**config.mk**
```make
export PLATFORM = sky130hd
export DESIGN_NAME = cvxif_kernel_dispatcher
export DESIGN_NICKNAME = d
export VERILOG_FILES = /design/src/rtl/cvxif_kernel_dispatcher.sv
export SDC_FILE = /design/constraint.sdc
export NUM_CORES = 1
export LEC_CHECK = 0
export CORE_ASPECT_RATIO = 0.5
export CORE_MARGIN = 5
export CORE_UTILIZATION = 44
export DETAILED_ROUTE_END_ITERATION = 12
export PLACE_DENSITY = 0.8
export SYNTH_ARGS = -nofsm -noshare
export SYNTH_HDL_FRONTEND = slang
export SYNTH_SLANG_ARGS = --single-unit
```
**constraint.sdc**
```tcl
create_clock -name ap_clk_i -period 4 [get_ports ap_clk_i]
set_input_delay 0.6 -clock ap_clk_i [delete_from_list [all_inputs] [get_ports ap_clk_i]]
set_output_delay 0.6 -clock ap_clk_i [all_outputs]
set_load 0.005 [all_outputs]
```
**src/rtl/cvxif_kernel_dispatcher.sv**
```systemverilog
// cvxif_kernel_dispatcher: routes CV-X-IF ops to one of NUM_KERNELS HLS kernels and buffers their output.
// Rev 1.0
`default_nettype none

module cvxif_kernel_dispatcher #(
    parameter int NUM_KERNELS = 4,
    parameter int DATA_W      = 64,
    parameter int OP_W        = $clog2(NUM_KERNELS) + 1,
    parameter int OUT_DEPTH   = 4,
    parameter int CNT_W       = 16
) (
    input  logic                          ap_clk_i,
    input  logic                          ap_rst_n_i,
    input  logic                          fire_i,
    input  logic [OP_W-1:0]               opcode_i,
    output logic                          busy_o,
    output logic                          err_opcode_o,
    output logic                          err_busy_o,
    input  logic                          ap_start_i,
    output logic                          ap_done_o,
    output logic                          ap_idle_o,
    output logic                          ap_ready_o,
    input  logic [DATA_W-1:0]             in1_dout_i,
    input  logic [DATA_W-1:0]             in2_dout_i,
    input  logic                          in1_empty_n_i,
    input  logic                          in2_empty_n_i,
    output logic                          in1_read_o,
    output logic                          in2_read_o,
    output logic [DATA_W-1:0]             out_r_din_o,
    input  logic                          out_r_full_n_i,
    output logic                          out_r_write_o,
    output logic [NUM_KERNELS-1:0]        k_ap_start_o,
    input  logic [NUM_KERNELS-1:0]        k_ap_done_i,
    input  logic [NUM_KERNELS-1:0]        k_ap_idle_i,
    input  logic [NUM_KERNELS-1:0]        k_ap_ready_i,
    output logic [NUM_KERNELS-1:0]        k_in1_empty_n_o,
    output logic [NUM_KERNELS-1:0]        k_in2_empty_n_o,
    input  logic [NUM_KERNELS-1:0]        k_in1_read_i,
    input  logic [NUM_KERNELS-1:0]        k_in2_read_i,
    input  logic [NUM_KERNELS*DATA_W-1:0] k_out_din_i,
    input  logic [NUM_KERNELS-1:0]        k_out_write_i,
    output logic [NUM_KERNELS-1:0]        k_out_full_n_o,
    output logic [CNT_W-1:0]              in_beats_o,
    output logic [CNT_W-1:0]              out_beats_o
);

    localparam int SEL_W = (NUM_KERNELS > 1) ? $clog2(NUM_KERNELS) : 1;
    localparam int AW    = $clog2(OUT_DEPTH);

    typedef enum logic [1:0] {
        S_IDLE  = 2'd0,
        S_RUN   = 2'd1,
        S_DRAIN = 2'd2
    } state_t;

    state_t             state_q, state_d;
    logic [SEL_W-1:0]   sel_q, sel_d;
    logic [AW:0]        wr_ptr_q, wr_ptr_d;
    logic [AW:0]        rd_ptr_q, rd_ptr_d;
    logic [CNT_W-1:0]   in_beats_q, in_beats_d;
    logic [CNT_W-1:0]   out_beats_q, out_beats_d;
    logic               err_opcode_q, err_opcode_d;
    logic               err_busy_q, err_busy_d;
    logic [DATA_W-1:0]  mem_q [OUT_DEPTH];

    logic w_run;
    logic w_empty;
    logic w_full;
    logic w_push;
    logic w_pop;
    logic w_k_done;
    logic w_op_ok;

    // Kernels tap the input stream data directly; only handshakes pass through here.
    logic unused_inputs;
    assign unused_inputs = ^{in1_dout_i, in2_dout_i, k_ap_idle_i};

    assign w_run    = (state_q == S_RUN);
    assign w_empty  = (wr_ptr_q == rd_ptr_q);
    assign w_full   = (wr_ptr_q[AW] != rd_ptr_q[AW]) &&
                      (wr_ptr_q[AW-1:0] == rd_ptr_q[AW-1:0]);
    assign w_push   = w_run && k_out_write_i[sel_q] && !w_full;
    assign w_pop    = !w_empty && out_r_full_n_i;
    assign w_k_done = w_run && k_ap_done_i[sel_q];
    assign w_op_ok  = (32'(opcode_i) < NUM_KERNELS);

    assign ap_idle_o     = (state_q == S_IDLE);
    assign busy_o        = !ap_idle_o;
    assign err_opcode_o  = err_opcode_q;
    assign err_busy_o    = err_busy_q;
    assign ap_ready_o    = w_run && k_ap_ready_i[sel_q];
    assign in1_read_o    = w_run && k_in1_read_i[sel_q];
    assign in2_read_o    = w_run && k_in2_read_i[sel_q];
    assign out_r_write_o = w_pop;
    assign out_r_din_o   = w_empty ? '0 : mem_q[rd_ptr_q[AW-1:0]];
    assign in_beats_o    = in_beats_q;
    assign out_beats_o   = out_beats_q;

    genvar i;
    generate
        for (i = 0; i < NUM_KERNELS; i++) begin : g_route
            localparam logic [SEL_W-1:0] IDX = SEL_W'(i);
            logic w_hit;
            assign w_hit              = w_run && (sel_q == IDX);
            assign k_ap_start_o[i]    = w_hit && ap_start_i;
            assign k_in1_empty_n_o[i] = w_hit && in1_empty_n_i;
            assign k_in2_empty_n_o[i] = w_hit && in2_empty_n_i;
            assign k_out_full_n_o[i]  = w_hit && !w_full;
        end
    endgenerate

    always_comb begin
        state_d      = state_q;
        sel_d        = sel_q;
        wr_ptr_d     = wr_ptr_q;
        rd_ptr_d     = rd_ptr_q;
        in_beats_d   = in_beats_q;
        out_beats_d  = out_beats_q;
        err_opcode_d = 1'b0;
        err_busy_d   = 1'b0;
        ap_done_o    = 1'b0;

        if (w_push) wr_ptr_d = wr_ptr_q + 1'b1;
        if (w_pop)  rd_ptr_d = rd_ptr_q + 1'b1;
        if (in1_read_o && (in_beats_q != '1))
            in_beats_d = in_beats_q + 1'b1;
        if (w_pop && (out_beats_q != '1))
            out_beats_d = out_beats_q + 1'b1;

        case (state_q)
            S_IDLE: begin
                if (fire_i) begin
                    if (w_op_ok) begin
                        sel_d       = opcode_i[SEL_W-1:0];
                        in_beats_d  = '0;
                        out_beats_d = '0;
                        state_d     = S_RUN;
                    end else begin
                        err_opcode_d = 1'b1;
                    end
                end
            end
            S_RUN: begin
                // Done can only be reported immediately if nothing is left or arriving.
                if (w_k_done) begin
                    if (w_empty && !w_push) begin
                        ap_done_o = 1'b1;
                        state_d   = S_IDLE;
                    end else begin
                        state_d = S_DRAIN;
                    end
                end
            end
            S_DRAIN: begin
                if (w_empty) begin
                    ap_done_o = 1'b1;
                    state_d   = S_IDLE;
                end
            end
            default: state_d = S_IDLE;
        endcase

        if (fire_i && (state_q != S_IDLE))
            err_busy_d = 1'b1;
    end

    always_ff @(posedge ap_clk_i) begin
        if (!ap_rst_n_i) begin
            state_q      <= S_IDLE;
            sel_q        <= '0;
            wr_ptr_q     <= '0;
            rd_ptr_q     <= '0;
            in_beats_q   <= '0;
            out_beats_q  <= '0;
            err_opcode_q <= 1'b0;
            err_busy_q   <= 1'b0;
        end else begin
            state_q      <= state_d;
            sel_q        <= sel_d;
            wr_ptr_q     <= wr_ptr_d;
            rd_ptr_q     <= rd_ptr_d;
            in_beats_q   <= in_beats_d;
            out_beats_q  <= out_beats_d;
            err_opcode_q <= err_opcode_d;
            err_busy_q   <= err_busy_d;
        end
    end

    always_ff @(posedge ap_clk_i) begin
        if (w_push)
            mem_q[wr_ptr_q[AW-1:0]] <= k_out_din_i[sel_q*DATA_W +: DATA_W];
    end

endmodule

`default_nettype wire

```
==> summary.md, run 1 <==
| Metric | Value |
|---|---|
| Die height | 136 um |
| Yosys top cell area share | 0.552 |
| HP Class | register to register |
| Area of the multi-input gates | 5050 um2 |
| Ys async rst share | 0 |
| DR vias | ~9400 |
| CTS tree | built |
| Clk root buf | clkbuf_16 |
| Outcome | complete, no violations |
| Final setup viols | 0 |
| CTS sink cnt | about 300 |
| Placed instance count | 1617 |
| Post-Synth Simple-Gate Area | 0.0912 |
| Die extent in x | roughly 260 um |
| Placer Congestion | about 0.96 |
| # port buffers | a little over 400 |
| Layout cells sized above 1 | 0.164 |
| Pint | between 5 and 6 mW |
| H-tree depth | 1 |
| Core region area | about 31000 um2 |
| Vias/cell | between 5 and 6 |
| Yosys reg bits | about 300 |
| Finished Layout Cells | 1673 |
| Post-route setup TNS | 0 ns |
| PostCTS Resize Cnt | 0 |
| Power share of the combinational group | 0.154 |
| Setup crit end kind | output pin |
| Setup ws final | 0.436 ns |
| Register area share after synthesis | 0.618 |
| Avg Cell Area, Syn | approximately 17 um2 |
| Pre-CTS WS | a little over 0.8 ns |
| Synthesized instance count | 819 |
| RSZ-0062 raised after global routing | no |
| Hold WS | roughly 0.5 ns |
| Total power draw | ~7.5 mW |
| Worst VDD drop | 0.260 mV |
| Clock Tree Buf Depth | 3 |
| Clock latency on the worst-skew pair | 0.55 ns |
| Crit start category | register |
| Largest net degree at the start of global routing | 65 |
| Period utilization | 0.891 |
| Dominant cells by area after synthesis | edfxtp_1 55%, mux4_2 21%, dfxtp_1 6.6% |
| Drc violations | 0 |
| Relative slew slack | 0.414 |
| Post-CTS Hold Buffers | 0 |
| I/O pin total | ~540 |
| Worst slew pin tran | between 0.8 and 0.9 ns |
| Worst EP required | 3.40 ns |
| Fmax | between 200 and 300 MHz |
| Global-route wire length before repair | 61600 um |
| Initial DRT Pass Iterations | 5 |
| Row count | 46 |
| Worst-path maximum fanout | 37 |
| Initial antenna violation count | 14 |
| Largest family of logic cells by synthesized area | multiplexers |
| Reg area | between 8000 and 9000 um2 |
| Die ar. | ~36000 um2 |
| Leak | 6.14 nW |
| Clock-pin slew on the worst setup and hold paths | about 0.070 ns |
| Tmin final | around 3.6 ns |
| Area delta synth->final | 39.9% |
| Initial Utilization | 0.443 |
| Gr usage total | 0.233 |
| Fillers | around 2300 |
| Final HPWL from detailed placement | 30700 um |
| Post-synth EDFFs | ~260 |
| Most area-hungry cell type in the Yosys netlist | edfxtp_1 |
| Sw Share | 0.222 |
| Syn. warnings | 0 |
| Switching pwr | between 1.5 and 2 mW |
| Clock skew | 0.0157 ns |
| Post-route ant nets | 0 |
| Syn Nets | 1247 |
| PwrDens | a little under 400 nW/um2 |
| Remaining global-route overflow | 0 |
| Postcts setup bufs | 0 |
| Ys flop type | edfxtp_1 |
| Max-cap viol count | 0 |
| Nets@finish | around 1600 |
| XOR/XNOR Fraction of Synth Area | 0.00485 |
| Vias in the first global route | around 9900 |
| Routed WL per cell | about 25 um |
| Post-synthesis compound-gate area fraction | 0.0323 |
| Reg power frac | 0.471 |
| Final wirelength | about 42000 um |
| Clock power frac | 0.375 |
| CP arrival | between 2 and 3 ns |
| Mux share of post-synthesis cell area | 0.224 |
| Adder-cell share of the synthesized area | 0.00898 |
| Cell Area, Synth | between 10000 and 15000 um2 |
| Starting DRC count in detailed routing | 543 |
| Final slew viol count | 0 |
| Final Hold Fails | 0 |
| WS Path Type | register to output pin |
| TritonCTS Buffers | 28 |
| Synth cell types | between 50 and 60 |
## layout by cell type (no fill, tap or decap), types with 14 or more instances in the layout
cell | Yosys | routed
nand2_1 | 32 | 32
clkbuf_16 | 0 | 29
o31ai_1 | 16 | 15
inv_1 | 14 | 14
and2_1 | 73 | 69
nor2_1 | 19 | 19
mux4_2 | 132 | 132
edfxtp_1 | 256 | 256
dfxtp_1 | 46 | 42
clkdlybuf4s50_1 | 0 | 406
a21oi_1 | 19 | 19
mux2i_1 | 14 | 14
## per-stage QoR
step / util / cell area [um2]
after detailed placement: 0.589 / 18500
final: 0.620 / 19500
after CTS: 0.620 / 19500
after floorplan: - / 13900
after global placement: 0.589 / 18500
after global routing: 0.620 / 19500
## layout make-up
class / count / area share
antenna: 5 / 0.000642
clock buffer: 34 / 0.0382
clock inverter: 17 / 0.0107
inverter: 16 / 0.00308
multi-input combinational: 447 / 0.259
sequential: 302 / 0.443
tap: 432 / 0.0277
timing repair buffer: 420 / 0.218
## cell families after synthesis
group / count (synthesis)
DFF: 302
AOI/OAI and AO/OA: 66
muxes: 146
adders and majority gates: 10
xor gates and xnor gates: 6
buffers and inverters: 70
and+or+nand+nor: 219
## path summary, 6_finish.rpt
kind                from         endpoint  slack (ns)  cells after the start
max          wr_ptr_q[0]  out_r_din_o[52]        0.44                      5
min           state_q[1]       state_q[1]        0.51                      2
max reg2reg     sel_q[1]     mem_q[3][32]        1.28                      4
min reg2reg   state_q[1]       state_q[1]        0.51                      2
## state kept, by name, summed over array words and instances, names as in the netlist, named ones only
| signal | count |
|---|---|
| state_q | 2 |
| rd_ptr_q | 3 |
| out_beats_o | 16 |
| sel_q | 2 |
| err_busy_o | 1 |
| wr_ptr_q | 3 |
| in_beats_o | 16 |
| mem_q | 256 |
| err_opcode_o | 1 |
## per-layer routing
metal,global-route usage,vias to the layer above,part of all wire
met1,0.305,4811,0.40
li1,-,4154,-
met2,0.382,319,0.50
met5,0,-,0.0022
met3,0.0687,83,0.073
met4,0.0662,18,0.027
## Yosys cell counts, types with 13 or more instances
master,instances
edfxtp_1,256
o31ai_1,16
dfxtp_1,46
mux4_2,132
mux2i_1,14
and2_1,73
or3_1,14
clkbuf_1,31
a21oi_1,19
buf_2,21
nor2_1,19
nand2_1,32
nand3_1,13
inv_1,14
## critical path, cell delays in order (launching register included)
cell	delay [ns]
dfxtp_1	0.46
xor2_2	0.28
or3_2	0.61
buf_12	0.27
and2_1	0.22
clkdlybuf4s50_1	0.55
## power groups by stage
stage | clock network [mW] | registers, mW | logic (mW)
finish | 2.81 | 3.53 | 1.16
global route | 2.99 | 3.53 | 1.23
CTS | 2.86 | 3.53 | 1.17
detailed placement | 0 | 3.60 | 1.16
global placement | 0 | 3.60 | 1.14
floorplan | 0 | 3.58 | 0.523
Power figures use the tool's default switching activity.
==> inputs of run 2 (changes only) <==
Clock period 4 ns to 3.35 ns, I/O delays scaled along.
==> run 2 against run 1 <==
  * Cell count rose by 0.42%
  * Combinational power is 21% higher
  * Clock power is 27% higher
  * Highest routed layer unchanged
  * Largest cell class unchanged
  * Largest power group unchanged
==> summary.md, run 2 (synthesis results as in run 1) <==
| Metric | Value |
|---|---|
| Initial Utilization | 0.443 (unchanged) |
| Die height | 136 um (unchanged) |
| Row count | 46 (unchanged) |
| Core region area | 31400 um2 (unchanged) |
| Layout cells sized above 1 | 0.172 (+0.00779) |
| CP delay by family, top | buffers and inverters |
| Placer Congestion | 0.952 (-0.49%) |
| HP Class | register to register |
| Vias/cell | 5.63 (+0.30%) |
| Post-route setup TNS | 0 ns (unchanged) |
| Routed WL per cell | 25.0 um (-1.0%) |
| H-tree depth | 1 (unchanged) |
| Area delta synth->final | 40.9% |
| Commonest non-fill, non-tap cell in the layout | clkdlybuf4s50_1 |
| Final HPWL from detailed placement | 30500 um (-0.60%) |
| Gr usage total | 0.231 (-0.00169) |
| Vias in the first global route | 9786 (-1.2%) |
| Final core occ | 0.624 (+0.00434) |
| Worst path slowest cell | clkdlybuf4s50_1 |
| Post-route ant nets | 0 (unchanged) |
| Initial antenna violation count | 14 (unchanged) |
| Outcome | complete, no violations |
| Clk root buf | clkbuf_16 |
| Crit start category | register |
| Final setup viols | 0 (unchanged) |
| Tmin final | roughly 3.2 ns |
| Post-DP Area | 18600 um2 (+0.28%) |
| WP buf/inv | 2 (unchanged) |
| Die extent in x | 262 um (unchanged) |
| Worst VDD drop | 0.312 mV (+20%) |
| Clock-pin slew on the worst setup and hold paths | 0.07 ns (about the same) |
| WS Path Type | register to output pin |
| Nets@finish | 1650 (+0.43%) |
| Drc violations | 0 (unchanged) |
| Die ar. | 35500 um2 (unchanged) |
| Remaining global-route overflow | 0 (unchanged) |
| Max incr delay on CP | 0.60 ns (about the same) |
| Clock skew | 0.0245 ns (+0.00876 ns) |
| Global-route wire length before repair | 61400 um (-0.30%) |
| CTS sink cnt | 302 (unchanged) |
| Leak | 6.22 nW (+1.3%) |
| Starting DRC count in detailed routing | 568 (+4.6%) |
| Fmax | 316 MHz |
| Fillers | 2283 (-0.52%) |
| Number of flip-flops in the largest register | 256 (unchanged) |
| CP arrival | 2.66 ns (-0.30 ns) |
| Setup crit end kind | output pin |
| PwrDens | 467 nW/um2 (+21%) |
| Fin area | 19600 um2 (+0.70%) |
| Most frequent cells in the layout | 405 x clkdlybuf4s50_1, 256 x edfxtp_1, 132 x mux4_2 |
| Max-cap viol count | 0 (unchanged) |
| Initial DRT Pass Iterations | 6 (+1) |
| Worst slew pin tran | 0.856 ns (-0.0207 ns) |
| # port buffers | 406 (unchanged) |
| Final wirelength | 42000 um (-0.58%) |
| Worst-path maximum fanout | 27 (-27%) |
| Worst EP required | 2.85 ns (-0.55 ns) |
| Clock Tree Buf Depth | 3 (unchanged) |
| TritonCTS Buffers | 28 (unchanged) |
| Reg2reg setup slack | 0.91 ns (-0.37 ns) |
| Final slew viol count | 0 (unchanged) |
| RSZ-0062 raised after global routing | no |
| Clock latency on the worst-skew pair | 0.55 ns (about the same) |
| CTS tree | built |
| Relative slew slack | 0.427 (+0.0131) |
| Period utilization | 0.945 |
| Crit-path cells | xor2_2 > or3_4 > buf_4 > and2_1 > clkdlybuf4s50_1 |
| Postcts setup bufs | 0 (unchanged) |
| DR vias | 9453 (+0.72%) |
| I/O pin total | 539 (unchanged) |
| Final Hold Fails | 0 (unchanged) |
| Largest net degree at the start of global routing | 65 (unchanged) |
[run 2: cell count changes in the layout (fill, tap and decap cells not counted), sizes merged, moves of 2 or more]
cell	delta
clkinv	-4
clkinvlp	+2
bufinv	+2
buf	+7
inv	+2
[run 2: worst min-delay path, delay by kind of cell, from the launching register on]
family	cells	cell delay, ns
muxes	1	0.06
and+or+nand+nor	1	0.07
DFF	1	0.33
[run 2: path summary, 6_finish.rpt]
kind	from	end	cells after the start
worst min-delay path	state_q[1]	state_q[1]	2
worst min register to register	state_q[1]	state_q[1]	2
worst max register to register	sel_q[0]	mem_q[3][26]	3
worst max-delay path	wr_ptr_q[0]	out_r_din_o[10]	5
[run 2: per-stage QoR]
stage	cells	hold WS (ns)	power, mW	setup WS, ns
6_report	1680	0.502	9.16	0.185
5_1_grt	1680	0.531	9.51	0.0483
4_1_cts	1676	0.504	9.25	0.0736
3_5_place_dp	1624	0.495	5.69	0.358
3_3_place_gp	1624	0.464	5.65	0.318
2_1_floorplan	819	0.451	4.90	0.248
[run 2: area by class of cell]
| class | instances | area [um2] | share of cell area |
|---|---|---|---|
| flip-flops and latches | 302 | 8620 | 0.440 |
| multi-input cells | 447 | 5050 | 0.257 |
| repair buffers | 427 | 4300 | 0.219 |
| clock buffers | 33 | 741 | 0.0378 |
| well taps | 432 | 541 | 0.0276 |
| clock inverters | 19 | 289 | 0.0147 |
| inverters | 16 | 60.1 | 0.00306 |
| diodes | 4 | 10.0 | 0.000510 |
[run 2: layer usage]
metal | part of all wire | routed length [um] | up-vias | global-route usage
li1 | - | - | 4165 | -
met2 | 0.50 | 21000 | 378 | 0.382
met3 | 0.078 | 3290 | 92 | 0.0672
met1 | 0.39 | 16200 | 4798 | 0.300
met5 | 0.0034 | 141 | - | 0
met4 | 0.031 | 1290 | 20 | 0.0691
[run 2: what timing repair did]
action,CTS,global route
gates resized for setup,0,3
hold buffers,0,0
endpoints found under the setup margin,0,18
[run 2: where the power goes]
| group | internal [mW] | total [mW] | switching, mW |
|---|---|---|---|
| Clock | 2.13 | 3.56 | 1.43 |
| Sequential | 4.17 | 4.20 | 0.0258 |
| Combinational | 0.830 | 1.40 | 0.567 |
| Total | 7.14 | 9.16 | 2.02 |
==> RTL edit: new RTL, config.mk and constraints of run 2 <==
Encoding of `state_t`: now one-hot (3 bits for 3 states).
--- a/src/rtl/cvxif_kernel_dispatcher.sv
+++ b/src/rtl/cvxif_kernel_dispatcher.sv
@@ -49,6 +49,6 @@
 
-    typedef enum logic [1:0] {
-        S_IDLE  = 2'd0,
-        S_RUN   = 2'd1,
-        S_DRAIN = 2'd2
+    typedef enum logic [2:0] {
+        S_IDLE  = 3'b001,
+        S_RUN   = 3'b010,
+        S_DRAIN = 3'b100
     } state_t;
Formal check against the unedited RTL: no difference found for any inputs over 4 cycles, from zero or initial values and one cycle with ap_rst_n_i low; so few cycles prove little.
==> RTL edit against run 2 <==
Sequential cell count increased by 1; worst hold slack improved by 0.021 ns; clock skew fell by 0.0090 ns; power fell by 11%; highest routed layer is now met4; worst setup slack lost 0.096 ns; synthesized area is 0.57% lower; largest cell class unchanged; non-clock buffer count grew 19; wire length is 0.28% lower; design area fell by 0.12%; register-to-register slack gained 0.08 ns.
==> RTL edit: results (changes against run 2) <==
global_routing:
  antenna_found_initial: 4  # was 14
  grt_max_degree: 40  # was 65
  grt_pass1_vias: 9916  # was 9786
critical_path:
  setup.worst_path.end: "out_r_din_o[62]"  # was out_r_din_o[10]
  r2r-end: "in_beats_o[11]"  # was mem_q[3][26]
  r2r-start: "sel_q[1]"  # was sel_q[0]
  max_stage_delay_ns: 0.56  # was 0.60 ns
  arrival_ns: 2.76  # was 2.66 ns
power_and_ir_drop:
  vdd_drop_max_uv: 315  # was 312 uV
  switching_share_pct: 21.1  # was 22.1%
finish:
  drive_gt1_share_pct: 18.1  # was 17.2%
  clkCellAreaFrac_pct: 4.24  # was 5.25%
  layout.nonclk_buf_share_pct: 23.2  # was 21.9%
placed_design:
  gp_congestion: 0.922  # was 0.952
  dp_slack_ns: 0.348  # was 0.358 ns
logic_synthesis:
  synth_nets: 1234  # was 1247
  yosys-top-cells-area: "edfxtp_1 (56%), mux4_2 (22%), dfxtp_1 (6.8%), and2_1 (3.2%), nand2_1 (1.0%)"  # was edfxtp_1 (55%), mux4_2 (21%), dfxtp_1 (6.6%), and2_1 (3.3%), mux2i_1 (1.0%)
  yosysSeqAreaShare_pct: 62.3  # was 61.8%
detailed_routing:
  met2_length_um: 21600  # was 21000 um
  top_layer: "met4"  # was met5
  wl_met3_um: 2500  # was 3290 um
outcome:
  status: "completed"  # unchanged
hold_path:
  hold-path-endpoint: "out_beats_o[9]"  # was state_q[1]
  holdCritStartpoint: "out_beats_o[9]"  # was state_q[1]
clock_tree:
  ctsResizeCount: 1  # was 0
RTL edit: cells by family (layout without fill, tap and decap cells):
logic type	after synthesis	after routing	share of synthesized area, %
AOI/OAI and AO/OA	61	61	2.89
adders and majority gates	7	7	0.632
other	0	1	0
buffers and inverters	59	500	1.90
DFF	303	303	62.3
and+or+nand+nor	230	231	9.53
muxes	143	143	22.4
xor gates and xnor gates	6	6	0.380
RTL edit: metal layers:
layer | global-route usage, % | vias to the layer above
met5 | 0 | -
met4 | 4.89 | 0
met3 | 4.06 | 58
met2 | 39.4 | 344
met1 | 30.5 | 4894
li1 | - | 4176
RTL edit: through the flow:
step | hold slack [ns] | cell area, um^2 | cells | util [%]
after global routing | 0.543 | 19600 | 1675 | 63.9
after detailed placement | 0.511 | 18700 | 1625 | 60.9
final | 0.523 | 19600 | 1675 | 63.9
after CTS | 0.524 | 19500 | 1670 | 63.6
after global placement | 0.488 | 18700 | 1625 | 60.9
after floorplan | 0.477 | 13800 | 809 | -
